File: src/rtl/cpu_pkg.sv
// Shared definitions for the multi-cycle core: opcode and FSM state
// enumerations, instruction field positions and opcode classification.
package cpu_pkg;

  typedef enum logic [3:0] {
    OP_ADD  = 4'h0,
    OP_SUB  = 4'h1,
    OP_AND  = 4'h2,
    OP_OR   = 4'h3,
    OP_XOR  = 4'h4,
    OP_SLT  = 4'h5,
    OP_SLL  = 4'h6,
    OP_SRL  = 4'h7,
    OP_SRA  = 4'h8,
    OP_MUL  = 4'h9,
    OP_LDI  = 4'hA,
    OP_BEQZ = 4'hB,
    OP_JMP  = 4'hC,
    OP_NOPD = 4'hD,
    OP_NOPE = 4'hE,
    OP_HALT = 4'hF
  } opcode_e;

  typedef enum logic [2:0] {
    ST_FETCH,
    ST_FETCH_WAIT,
    ST_DECODE,
    ST_EXECUTE,
    ST_COP_WAIT,
    ST_WRITEBACK,
    ST_HALTED
  } state_e;

  // Instruction field positions
  localparam int OP_MSB    = 15;
  localparam int OP_LSB    = 12;
  localparam int RD_MSB    = 11;
  localparam int RD_LSB    = 8;
  localparam int RS1_MSB   = 7;
  localparam int RS1_LSB   = 4;
  localparam int RS2_MSB   = 3;
  localparam int RS2_LSB   = 0;
  localparam int IMM8_MSB  = 7;
  localparam int IMM12_MSB = 11;

  // Every opcode up to and including LDI produces a register result.
  function automatic logic writes_rd(input opcode_e op);
    return (op <= OP_LDI);
  endfunction

  function automatic logic uses_cop(input opcode_e op);
    return (op == OP_MUL);
  endfunction

endpackage

File: src/rtl/cpu_alu.sv
// Combinational ALU for all locally executed arithmetic/logic opcodes.
// Ports: op (opcode), a/b (operands), result (DATA_W-bit result).
// Opcodes not handled here yield zero.
module cpu_alu
  import cpu_pkg::*;
#(
  parameter int DATA_W = 32
) (
  input  opcode_e           op,
  input  logic [DATA_W-1:0] a,
  input  logic [DATA_W-1:0] b,
  output logic [DATA_W-1:0] result
);

  localparam int SH_W = $clog2(DATA_W);

  logic [SH_W-1:0] sh;
  assign sh = b[SH_W-1:0];

  always_comb begin
    result = '0;
    case (op)
      OP_ADD: result = a + b;
      OP_SUB: result = a - b;
      OP_AND: result = a & b;
      OP_OR:  result = a | b;
      OP_XOR: result = a ^ b;
      OP_SLT: result = {{(DATA_W-1){1'b0}}, ($signed(a) < $signed(b))};
      OP_SLL: result = a << sh;
      OP_SRL: result = a >> sh;
      OP_SRA: result = $signed(a) >>> sh;
      default: result = '0;
    endcase
  end

endmodule

File: src/rtl/cpu_multiciclo_param.sv
// Parametrised multi-cycle processor core with 16-entry register file.
// Ports: clock/reset (async active-high); imem_en/imem_addr/imem_rdata
// instruction fetch; cop_req/op/a/b/ack/result coprocessor handshake;
// halted, cop_error (sticky timeout), pc, retired status; dbg_raddr/
// dbg_rdata combinational register-file peek.
module cpu_multiciclo_param
  import cpu_pkg::*;
#(
  parameter int DATA_W      = 32,
  parameter int PC_W        = 16,
  parameter int IMEM_AW     = 8,
  parameter int IMEM_LAT    = 1,
  parameter int COP_TIMEOUT = 16
) (
  input  logic               clock,
  input  logic               reset,
  output logic               imem_en,
  output logic [IMEM_AW-1:0] imem_addr,
  input  logic [15:0]        imem_rdata,
  output logic               cop_req,
  output logic [3:0]         cop_op,
  output logic [DATA_W-1:0]  cop_a,
  output logic [DATA_W-1:0]  cop_b,
  input  logic               cop_ack,
  input  logic [DATA_W-1:0]  cop_result,
  output logic               halted,
  output logic               cop_error,
  output logic [PC_W-1:0]    pc,
  output logic [31:0]        retired,
  input  logic [3:0]         dbg_raddr,
  output logic [DATA_W-1:0]  dbg_rdata
);

  localparam int CNT_W = 16;

  state_e            state_q, state_d;
  logic [PC_W-1:0]   pc_q, pc_d;
  logic [15:0]       ir_q, ir_d;
  logic [DATA_W-1:0] a_q, a_d, b_q, b_d, rdv_q, rdv_d, res_q, res_d;
  logic [CNT_W-1:0]  cnt_q, cnt_d;
  logic              cop_req_q, cop_req_d, cop_error_q, cop_error_d;
  logic [3:0]        cop_op_q, cop_op_d;
  logic [DATA_W-1:0] cop_a_q, cop_a_d, cop_b_q, cop_b_d;
  logic [31:0]       retired_q, retired_d;

  logic [DATA_W-1:0] regs_q [16];
  logic              rf_we;
  logic [3:0]        rf_waddr;
  logic [DATA_W-1:0] rf_wdata;

  opcode_e           op;
  logic [3:0]        rd_idx, rs1_idx, rs2_idx;
  logic [DATA_W-1:0] alu_result;

  assign op      = opcode_e'(ir_q[OP_MSB:OP_LSB]);
  assign rd_idx  = ir_q[RD_MSB:RD_LSB];
  assign rs1_idx = ir_q[RS1_MSB:RS1_LSB];
  assign rs2_idx = ir_q[RS2_MSB:RS2_LSB];

  function automatic logic [DATA_W-1:0] rf_read(input logic [3:0] idx);
    return (idx == 4'd0) ? '0 : regs_q[idx];
  endfunction

  cpu_alu #(.DATA_W(DATA_W)) u_alu (
    .op     (op),
    .a      (a_q),
    .b      (b_q),
    .result (alu_result)
  );

  always_comb begin
    state_d     = state_q;
    pc_d        = pc_q;
    ir_d        = ir_q;
    a_d         = a_q;
    b_d         = b_q;
    rdv_d       = rdv_q;
    res_d       = res_q;
    cnt_d       = cnt_q;
    cop_req_d   = cop_req_q;
    cop_op_d    = cop_op_q;
    cop_a_d     = cop_a_q;
    cop_b_d     = cop_b_q;
    cop_error_d = cop_error_q;
    retired_d   = retired_q;
    rf_we       = 1'b0;
    rf_waddr    = rd_idx;
    rf_wdata    = res_q;

    case (state_q)
      ST_FETCH: begin
        cnt_d   = '0;
        state_d = ST_FETCH_WAIT;
      end
      ST_FETCH_WAIT: begin
        if (cnt_q == CNT_W'(IMEM_LAT - 1)) begin
          ir_d    = imem_rdata;
          state_d = ST_DECODE;
        end else begin
          cnt_d = cnt_q + 1'b1;
        end
      end
      ST_DECODE: begin
        a_d     = rf_read(rs1_idx);
        b_d     = rf_read(rs2_idx);
        rdv_d   = rf_read(rd_idx);
        state_d = ST_EXECUTE;
      end
      ST_EXECUTE: begin
        if (uses_cop(op)) begin
          // Operands are latched here and held for the whole handshake.
          cop_req_d = 1'b1;
          cop_op_d  = op;
          cop_a_d   = a_q;
          cop_b_d   = b_q;
          cnt_d     = '0;
          state_d   = ST_COP_WAIT;
        end else begin
          res_d   = (op == OP_LDI) ? DATA_W'($signed(ir_q[IMM8_MSB:0])) : alu_result;
          state_d = ST_WRITEBACK;
        end
      end
      ST_COP_WAIT: begin
        // An ack in the final allowed cycle still wins over the timeout.
        if (cop_ack) begin
          res_d     = cop_result;
          cop_req_d = 1'b0;
          state_d   = ST_WRITEBACK;
        end else if (cnt_q == CNT_W'(COP_TIMEOUT - 1)) begin
          res_d       = '0;
          cop_error_d = 1'b1;
          cop_req_d   = 1'b0;
          state_d     = ST_WRITEBACK;
        end else begin
          cnt_d = cnt_q + 1'b1;
        end
      end
      ST_WRITEBACK: begin
        retired_d = retired_q + 32'd1;
        rf_we     = writes_rd(op) && (rd_idx != 4'd0);
        state_d   = ST_FETCH;
        case (op)
          OP_BEQZ: pc_d = (rdv_q == '0)
                          ? pc_q + PC_W'(1) + PC_W'($signed(ir_q[IMM8_MSB:0]))
                          : pc_q + PC_W'(1);
          OP_JMP:  pc_d = PC_W'(ir_q[IMM12_MSB:0]);
          OP_HALT: state_d = ST_HALTED;
          default: pc_d = pc_q + PC_W'(1);
        endcase
      end
      ST_HALTED: state_d = ST_HALTED;
      default:   state_d = ST_FETCH;
    endcase
  end

  always_ff @(posedge clock or posedge reset) begin
    if (reset) begin
      state_q     <= ST_FETCH;
      pc_q        <= '0;
      ir_q        <= '0;
      a_q         <= '0;
      b_q         <= '0;
      rdv_q       <= '0;
      res_q       <= '0;
      cnt_q       <= '0;
      cop_req_q   <= 1'b0;
      cop_op_q    <= '0;
      cop_a_q     <= '0;
      cop_b_q     <= '0;
      cop_error_q <= 1'b0;
      retired_q   <= '0;
    end else begin
      state_q     <= state_d;
      pc_q        <= pc_d;
      ir_q        <= ir_d;
      a_q         <= a_d;
      b_q         <= b_d;
      rdv_q       <= rdv_d;
      res_q       <= res_d;
      cnt_q       <= cnt_d;
      cop_req_q   <= cop_req_d;
      cop_op_q    <= cop_op_d;
      cop_a_q     <= cop_a_d;
      cop_b_q     <= cop_b_d;
      cop_error_q <= cop_error_d;
      retired_q   <= retired_d;
    end
  end

  // R0 is never written, so it stays at its reset value of zero.
  always_ff @(posedge clock or posedge reset) begin
    if (reset) begin
      for (int i = 0; i < 16; i++) regs_q[i] <= '0;
    end else if (rf_we) begin
      regs_q[rf_waddr] <= rf_wdata;
    end
  end

  // Gated by reset so the strobe is low while reset is held, even though
  // the FSM already sits in FETCH.
  assign imem_en   = (state_q == ST_FETCH) && !reset;
  assign imem_addr = pc_q[IMEM_AW-1:0];
  assign cop_req   = cop_req_q;
  assign cop_op    = cop_op_q;
  assign cop_a     = cop_a_q;
  assign cop_b     = cop_b_q;
  assign halted    = (state_q == ST_HALTED);
  assign cop_error = cop_error_q;
  assign pc        = pc_q;
  assign retired   = retired_q;
  assign dbg_rdata = rf_read(dbg_raddr);

endmodule

File: config.mk
export PLATFORM = sky130hd
export DESIGN_NAME = cpu_multiciclo_param
export DESIGN_NICKNAME = d
export VERILOG_FILES = /design/src/rtl/cpu_pkg.sv /design/src/rtl/cpu_alu.sv /design/src/rtl/cpu_multiciclo_param.sv
export SDC_FILE = /design/constraint.sdc
export NUM_CORES = 2
export LEC_CHECK = 0
export CAP_MARGIN = 40
export CORE_MARGIN = 2
export CORE_UTILIZATION = 35
export DETAILED_ROUTE_END_ITERATION = 8
export PLACE_DENSITY = 0.51
export SKIP_LAST_GASP = 1
export SYNTH_ARGS = -nofsm -noshare
export SYNTH_HDL_FRONTEND = slang
export SYNTH_HIERARCHICAL = 1
export SYNTH_SLANG_ARGS = --single-unit
File: constraint.sdc
create_clock -name clock -period 25.2 [get_ports clock]
set_input_delay 2.52 -clock clock [delete_from_list [all_inputs] [get_ports clock]]
set_output_delay 2.52 -clock clock [all_outputs]
set_load 0.01 [all_outputs]
### Word level (Yosys, flattened, before mapping)

Cells that the tools add are included.

| storage, ports and cells | value |
|---|---|
| bits in writable memories | 0 |
| memories | 0 |
| bits in latches | 0 |
| output and inout port bits | 160 |
| bits in registers | 793 |
| ROM bits | 0 |
| logic and storage cells | 148 |
| input bits | 55 |

| operators by class | value |
|---|---|
| add/sub/neg operators | 6 |
| reductions and logical operators | 23 |
| bitwise gates (word level) | 9 |
| div/mod/pow operators | 0 |
| $mul | 0 |
| magnitude comparators | 7 |
| eq/ne operators | 27 |
| shift-type cells | 3 |
| muxes and demuxes | 43 |

Operators with widths:

| operator | number |
|---|---|
| 2-to-1 mux 32 bit | 17 |
| binary-select mux 32 bit (select 4 bit) | 4 |
| bitwise mux 512 bit | 1 |
| case mux 32 bit (9 select lines) | 1 |
| demux 32 bit (select 4 bit) | 1 |
| 2-to-1 mux 16 bit | 5 |
| case mux 16 bit (4 select lines) | 1 |
| case mux 32 bit (2 select lines) | 1 |
| case mux 16 bit (3 select lines) | 1 |
| adder 16 x 1 -> 16 bit (second input constant) | 2 |
| adder 32 x 1 -> 32 bit (second input constant) | 1 |
| adder 32 bit | 1 |
| bitwise AND 32 bit | 1 |
| logical NOT 32 bit | 1 |
| less-than comparator 32 bit | 1 |
| OR 32 bit | 1 |
| left shift 32 x 5 -> 32 bit | 1 |
| >> shifter 32 x 5 -> 32 bit | 1 |
| >>> shifter 32 x 5 -> 32 bit | 1 |
| subtractor 32 bit | 1 |
| XOR 32 bit | 1 |
| == test 4 bit (second input constant) | 6 |
| case mux 3 bit (7 select lines) | 1 |
| greater-or-equal comparator 5 bit (second input constant) | 4 |
| 27 further kinds | 62 |

### Depth between registers and ports, before layout

| depth | value |
|---|---|
| word-level depth | 6 |
| gate-level depth with buffers | 17 |
| depth with buffers taken out | 15 |

### Modules after synthesis

The synthesis kept the hierarchy.

Modules (own cells, without submodules):

| module | instances | cells each | sequential area each (µm²) | area each (µm²) |
|---|---|---|---|---|
| cpu_multiciclo_param | 1 | 3,312 | 19,844.0 | 47,181.5 |
| cpu_alu | 1 | 1,301 | 0.0 | 8,805.9 |

### Least setup slack after synthesis

Ideal clock, no wire load.

| timing | value |
|---|---|
| path kind | input to output |
| start | input port dbg_raddr[0] |
| end | output port dbg_rdata[0] |
| slack | 18,212 ps |
| data arrival time | 4,468 ps |
| path buffers | 2 |
| cell stages on the path | 5 |
| required time | 22,680 ps |
| cell sequence | clkbuf_1 > buf_1 > mux4_2 > mux4_2 > nor2b_1 |

| on the way | value |
|---|---|
| word-level cells in the longest chain between the ends | 5 |
| elaborated cells between the ends (all ways) | 6 |
| classes of those cells | mux: 4; bitwise: 1; reduce/logical: 1 |

RTL lines:

| what | RTL line | source |
|---|---|---|
| start: declaration | cpu_multiciclo_param.sv:30 | `input logic [3:0] dbg_raddr,` |
| inverter 4 -> 5 bit (implied by the code) | cpu_multiciclo_param.sv:61 | `return (idx == 4'd0) ? '0 : regs_q[idx];` |
| binary-select mux 32 bit (select 4 bit) | cpu_multiciclo_param.sv:61 |  |
| 2-to-1 mux 32 bit (implied by the code) (2 in a row) | cpu_multiciclo_param.sv:61 |  |
| 2-to-1 mux 32 bit * | cpu_multiciclo_param.sv:61 |  |
| end: declaration | cpu_multiciclo_param.sv:31 | `output logic [DATA_W-1:0] dbg_rdata` |

Mark *: on every way between the ends. The rest lies on a longest branch, timed or not. The select of a mux whose other input is x is not followed.

### Final worst setup path

| timing | value |
|---|---|
| start | input port dbg_raddr[0] |
| end | output port dbg_rdata[26] |

The elaborated chain is that of the path after synthesis.

==> impl_metrics.env <==
export IMPL_layout_commonest_cell="dfrtp_1"
export IMPL_end_kind="output pin"
export IMPL_layout_common_cells="dfrtp_1 (777), mux4_2 (673), mux2_2 (569), nand2_1 (307), o21ai_0 (265)"
export IMPL_setup_viol=0
export IMPL_rsz0062_at_grt="false"
export IMPL_required_ns=22.68
export IMPL_drive_above_1_share_pct=34.00
export IMPL_die_area_sq_mm=0.1632
export IMPL_tightest_slew_ns=1.038
export IMPL_synth_warnings=6
export IMPL_grt_use_total_pct=24.81
export IMPL_finalMaxSlewViolations=0
export IMPL_synth_main_ff_cell="dfrtp_1"
export IMPL_synth_adder_area_share_pct=2.789
export IMPL_ys_ff_latch=793
export IMPL_arrival_ns=5.74
export IMPL_cts_tree="done"
export IMPL_cts_hold_buf=0
export IMPL_ant_nets=0
export IMPL_power_density_mw_per_mm2=44.04
export IMPL_die_w_microns=404.0
export IMPL_clock_skew_ns=0.04397
export IMPL_post_route_period_util_pct=32.77
export IMPL_synth_top_area_share_pct=35.44
export IMPL_core_sq_mm=0.1586
export IMPL_syn_inst=4613
export IMPL_hold_viol=0
export IMPL_use_met2_pct=39.16
export IMPL_stdcell_count=6754
export IMPL_outcome="finished, final reports clean"
export IMPL_power_leakage_uw=0.02563
export IMPL_cts_max_level=3
export IMPL_synth_top_family_by_area="multiplexers"
export IMPL_die_y_microns=404.0
export IMPL_drv_cap=0
export IMPL_met1_usage_pct=34.46
export IMPL_critPathLaunch="dbg_raddr[0]"
export IMPL_clkSlewWorstSetupHoldPaths_ns=0.06
export IMPL_worstSetupPathType="in -> out"
export IMPL_root_buffer="clkbuf_16"
export IMPL_routedWlPerCell_microns=30.18
export IMPL_worstReg2RegStart="b_q[0]"
export IMPL_grt_ovfl_total=0
export IMPL_vias=42254
export IMPL_drtIter0Drc=4290
export IMPL_r2r_cells=13
export IMPL_yosys_area_share_xor_xnor_pct=1.158
export IMPL_async_flop_share_pct=100.0
export IMPL_synth_area_leaders="dfrtp_1 (35%), mux4_2 (27%), mux2_2 (11%), ha_1 (2.7%), o21ai_0 (2.4%)"
export IMPL_synth_seq_area_share_pct=35.44
export IMPL_min_path_type="reg -> reg"
export IMPL_grt_max_degree=150
export IMPL_ios=215
export IMPL_fmax_mhz=121.1
export IMPL_drt_pass1_iter_count=8
export IMPL_cts_num_sinks=793
export IMPL_path_max_fanout=81
export IMPL_numCtsBuffers=93
export IMPL_busiest_layer="met2"
export IMPL_postCtsSetupBuffers=0
export IMPL_avgSynthCellArea_sq_um=12.14
export IMPL_viasPerCell=6.256
export IMPL_grt_pass1_wl_microns=300200
export IMPL_synthesis_area_sq_mm=0.05599
export IMPL_grtUsageMet3_pct=4.351
export IMPL_syn_to_final_growth_pct=13.24
export IMPL_drt_total_wl_microns=203800
export IMPL_synth_cell_types=94
export IMPL_syn_num_nets=4791
export IMPL_yosys_area_share_simple_pct=7.104
export IMPL_antenna_found_initial=11
export IMPL_final_setup_tns_ns=0
export IMPL_synth_compound_area_share_pct=9.120
export IMPL_ctsResizeCount=0
export IMPL_place_hpwl_microns=138800
export IMPL_rows=146
export IMPL_yosysTopAreaCell="dfrtp_1"
export IMPL_timing_rr_end="res_q[22]"
export IMPL_synth_mux_area_share_pct=39.69
export IMPL_route_detailed_drc=0
export IMPL_r2r_slack_ns=20.12
export IMPL_fin_crit_ns=8.257
export IMPL_holdWs_ns=0.4319
export IMPL_initial_core_util_pct=35.31
export IMPL_ir_drop_mv=0.05330
export IMPL_grt_pass1_vias=41354
export IMPL_synth_edff_count=0
export IMPL_start_kind="input port"
export IMPL_clock_latency_ns=0.73
export IMPL_nets=4779
export IMPL_slew_headroom_pct=30.80
export IMPL_port_buffers=214
export IMPL_crit_end="dbg_rdata[26]"
export IMPL_ctsLongestPathBuffers=3
export IMPL_dp_cells=6578
export IMPL_gp_congestion=0.9472
export IMPL_p_total_uw=2792
==> area by class of cell <==
type / instances / area (sq um)
Multi-Input combinational cell: 3167 / 33670
Clock buffer: 134 / 2673
Clock inverter: 39 / 580.6
Inverter: 220 / 833.3
Antenna cell: 3 / 7.507
Sequential cell: 793 / 19890
Fill cell: 15026 / 95160
Tap cell: 2072 / 2592
Timing Repair Buffer: 326 / 3161
==> worst max-delay path: stages <==
cell	delay, ns
buf_8	0.66
buf_4	0.41
buf_16	0.32
mux4_2	0.54
mux4_2	0.51
nor2b_1	0.18
clkdlybuf4s50_1	0.51
==> logic make-up (layout without fill, tap and decap cells) <==
| family | after synthesis | after routing |
|---|---|---|
| muxes | 1307 | 1307 |
| other | 0 | 3 |
| xor gates and xnor gates | 74 | 74 |
| and+or+nand+nor | 854 | 854 |
| AOI/OAI and AO/OA | 809 | 809 |
| adders and majority gates | 123 | 123 |
| buffers and inverters | 653 | 719 |
| DFF | 793 | 793 |
==> how the worst min path moves through the flow <==
stage                startpoint           to  slack, ns  cells past startpoint
floorplan             rdv_q[16]    rdv_q[16]       0.45                      2
global placement    regs_q[490]  regs_q[490]       0.42                      0
detailed placement  regs_q[480]  regs_q[480]       0.42                      0
CTS                 regs_q[490]  regs_q[490]       0.44                      0
global route        regs_q[490]  regs_q[490]       0.45                      0
finish              regs_q[480]  regs_q[480]       0.43                      0
==> synthesized netlist by cell type (29+ instances only) <==
cell / n
nor2b_1: 56
mux2_2: 569
clkbuf_1: 289
nor2_1: 240
o21ai_0: 265
nor3_1: 32
o22ai_1: 30
a211oi_1: 37
xnor2_1: 47
a21oi_1: 168
ha_1: 120
nand4_1: 29
inv_1: 217
o211ai_1: 35
mux2i_1: 61
buf_2: 65
mux4_2: 673
dfrtp_1: 793
buf_1: 59
nand2_1: 308
a31oi_1: 56
a221oi_1: 31
nand3_1: 58
==> stage by stage <==
| stage | worst slack, ns | utilization [%] | instance area [sq um] |
|---|---|---|---|
| after floorplan | 0.4130 | - | 55990 |
| after global placement | 16.57 | 37.77 | 59880 |
| after detailed placement | 16.78 | 37.93 | 60140 |
| after CTS | 16.78 | 39.98 | 63390 |
| after global routing | 16.71 | 39.98 | 63400 |
| final | 16.94 | 39.99 | 63400 |
==> registers in the layout (all words and copies together), names as in the netlist <==
register   flops
regs_q       512
rdv_q         32
state_q        3
cop_op         4
res_q         32
ir_q          16
cop_error      1
a_q           32
cop_req        1
cnt_q         16
pc            16
retired       32
b_q           32
cop_b         32
cop_a         32
==> metal layers <==
layer	wire length [microns]	up-vias
met4	7448	6
met3	15030	358
li1	-	17690
met2	95290	1936
met1	86000	22264
met5	46	-
==> report_power, final <==
part           internal [uW]  total [uW]  switching, uW
registers               1270        1270              0
clock network            848        1450            601
logic                   21.0        69.7           48.7
total                   2140        2790            649
Power figures use the tool's default switching activity.
==> variant: new RTL, config.mk and constraints unchanged <==
Reset style: synchronous (`reset`), changed in 2 clocked blocks. Comments in the files are not updated.
--- a/src/rtl/cpu_multiciclo_param.sv
+++ b/src/rtl/cpu_multiciclo_param.sv
@@ -155,3 +155,3 @@
 
-  always_ff @(posedge clock or posedge reset) begin
+  always_ff @(posedge clock) begin
     if (reset) begin
@@ -190,3 +190,3 @@
   // R0 is never written, so it stays at its reset value of zero.
-  always_ff @(posedge clock or posedge reset) begin
+  always_ff @(posedge clock) begin
     if (reset) begin
Function: not settled (the Yosys comparison gave no result); the edit may change what the design does.
==> variant against the original RTL <==
Worst setup slack worse by 0.040 ns. First-iteration DRC count increased by 21%. Area after synthesis down 2.3%. Non-clock buffer count rose by 2. Core utilization increased by 0.082 points. Sequential cell count is 12 higher. Cell area is 1.6% lower. Synthesized cell count up 0.46%. Routed wire length grew 3.6%. Die area fell by 2.2%.
Power is not compared: it rests on default switching activity, and its combinational part moved more than twofold at a synthesized area within 25%.
==> variant: results (changes against the original RTL) <==
[outcome]
status = finished, final reports clean  ; unchanged

[worst_hold_path]
holdPathStages = 2  ; was 0
hold_start = cop_b[2]  ; was regs_q[480]
min_to = cop_b[2]  ; was regs_q[480]

[setup_path]
reg2reg_to = res_q[31]  ; was res_q[22]
critPathLaunch = dbg_raddr[1]  ; was dbg_raddr[0]
cp_max_fo = 71  ; was 81
r2r_start = b_q[2]  ; was b_q[0]
crit_arrival_ns = 5.78  ; was 5.74 ns
worstSetupEndpoint = dbg_rdata[14]  ; was dbg_rdata[26]
r2r_slack_ns = 19.59  ; was 20.12 ns
critical_path.slowest_cell = buf_4  ; was buf_8

[grt]
track_usage_pct = 26.2  ; was 24.8%
antenna_found_initial = 16  ; was 11
grt_pass1_wl_microns = 304000  ; was 300000 microns
grt_max_degree = 129  ; was 150

[final_layout]
fillCellCount = 14797  ; was 15.0k
nNetsFinal = 4834  ; was 4779
fin_cells = 6795  ; was 6754

[logic_synthesis]
ys_types = 102  ; was 94
async_reset_ff_share_pct = 0  ; was 100%
netlist_instances = 4634  ; was 4613
synth_edf_count = 512  ; was 0
synthAdderAreaFrac_pct = 2.88  ; was 2.79%
yosys-top-cells-count = mux4_2 (666), edfxtp_1 (512), and2_1 (491), nand2_1 (351), nor2_1 (334)  ; was dfrtp_1 (793), mux4_2 (673), mux2_2 (569), nand2_1 (308), clkbuf_1 (289)
synth_mux_area_share_pct = 28.9  ; was 39.7%

[detailed_routing]
wire_per_inst_microns = 31.1  ; was 30.2 microns
vias = 42534  ; was 42.3k
drt_iter0_markers = 5208  ; was 4290

[sta]
hold_ws_ns = 0.451  ; was 0.432 ns
min_period_over_period_pct = 32.9  ; was 32.8%
relSlewSlack_pct = 21.9  ; was 30.8%

[place]
place_inst = 6616  ; was 6578
place_ws_ns = 16.90  ; was 16.78 ns

[clock_tree]
cts_buffers = 95  ; was 93

## variant: layout make-up
| class | count | area, sq um | share of cell area (%) |
|---|---|---|---|
| multi-input cells | 3322 | 31600 | 50.6 |
| repair buffers | 328 | 3290 | 5.27 |
| well taps | 2058 | 2570 | 4.13 |
| inverters | 103 | 387 | 0.620 |
| diodes | 1 | 2.50 | 0.00401 |
| clock buffers | 125 | 2660 | 4.26 |
| clock inverters | 53 | 607 | 0.973 |
| flip-flops and latches | 805 | 21300 | 34.1 |
## variant: logic make-up (layout without fill, tap and decap cells)
kind of cell | after synthesis | in the layout
compound gates | 881 | 881
mux | 745 | 745
other cells | 1 | 33
xor+xnor | 69 | 69
fa+ha+maj | 124 | 124
buf+inv | 538 | 609
flops | 805 | 805
simple gates | 1471 | 1471
## variant: metal layers
layer	GRT usage, %	share of wire, %
met1	35.5	40
met2	41.5	46
met3	5.33	9.3
met4	9.43	3.9
met5	0	0.055
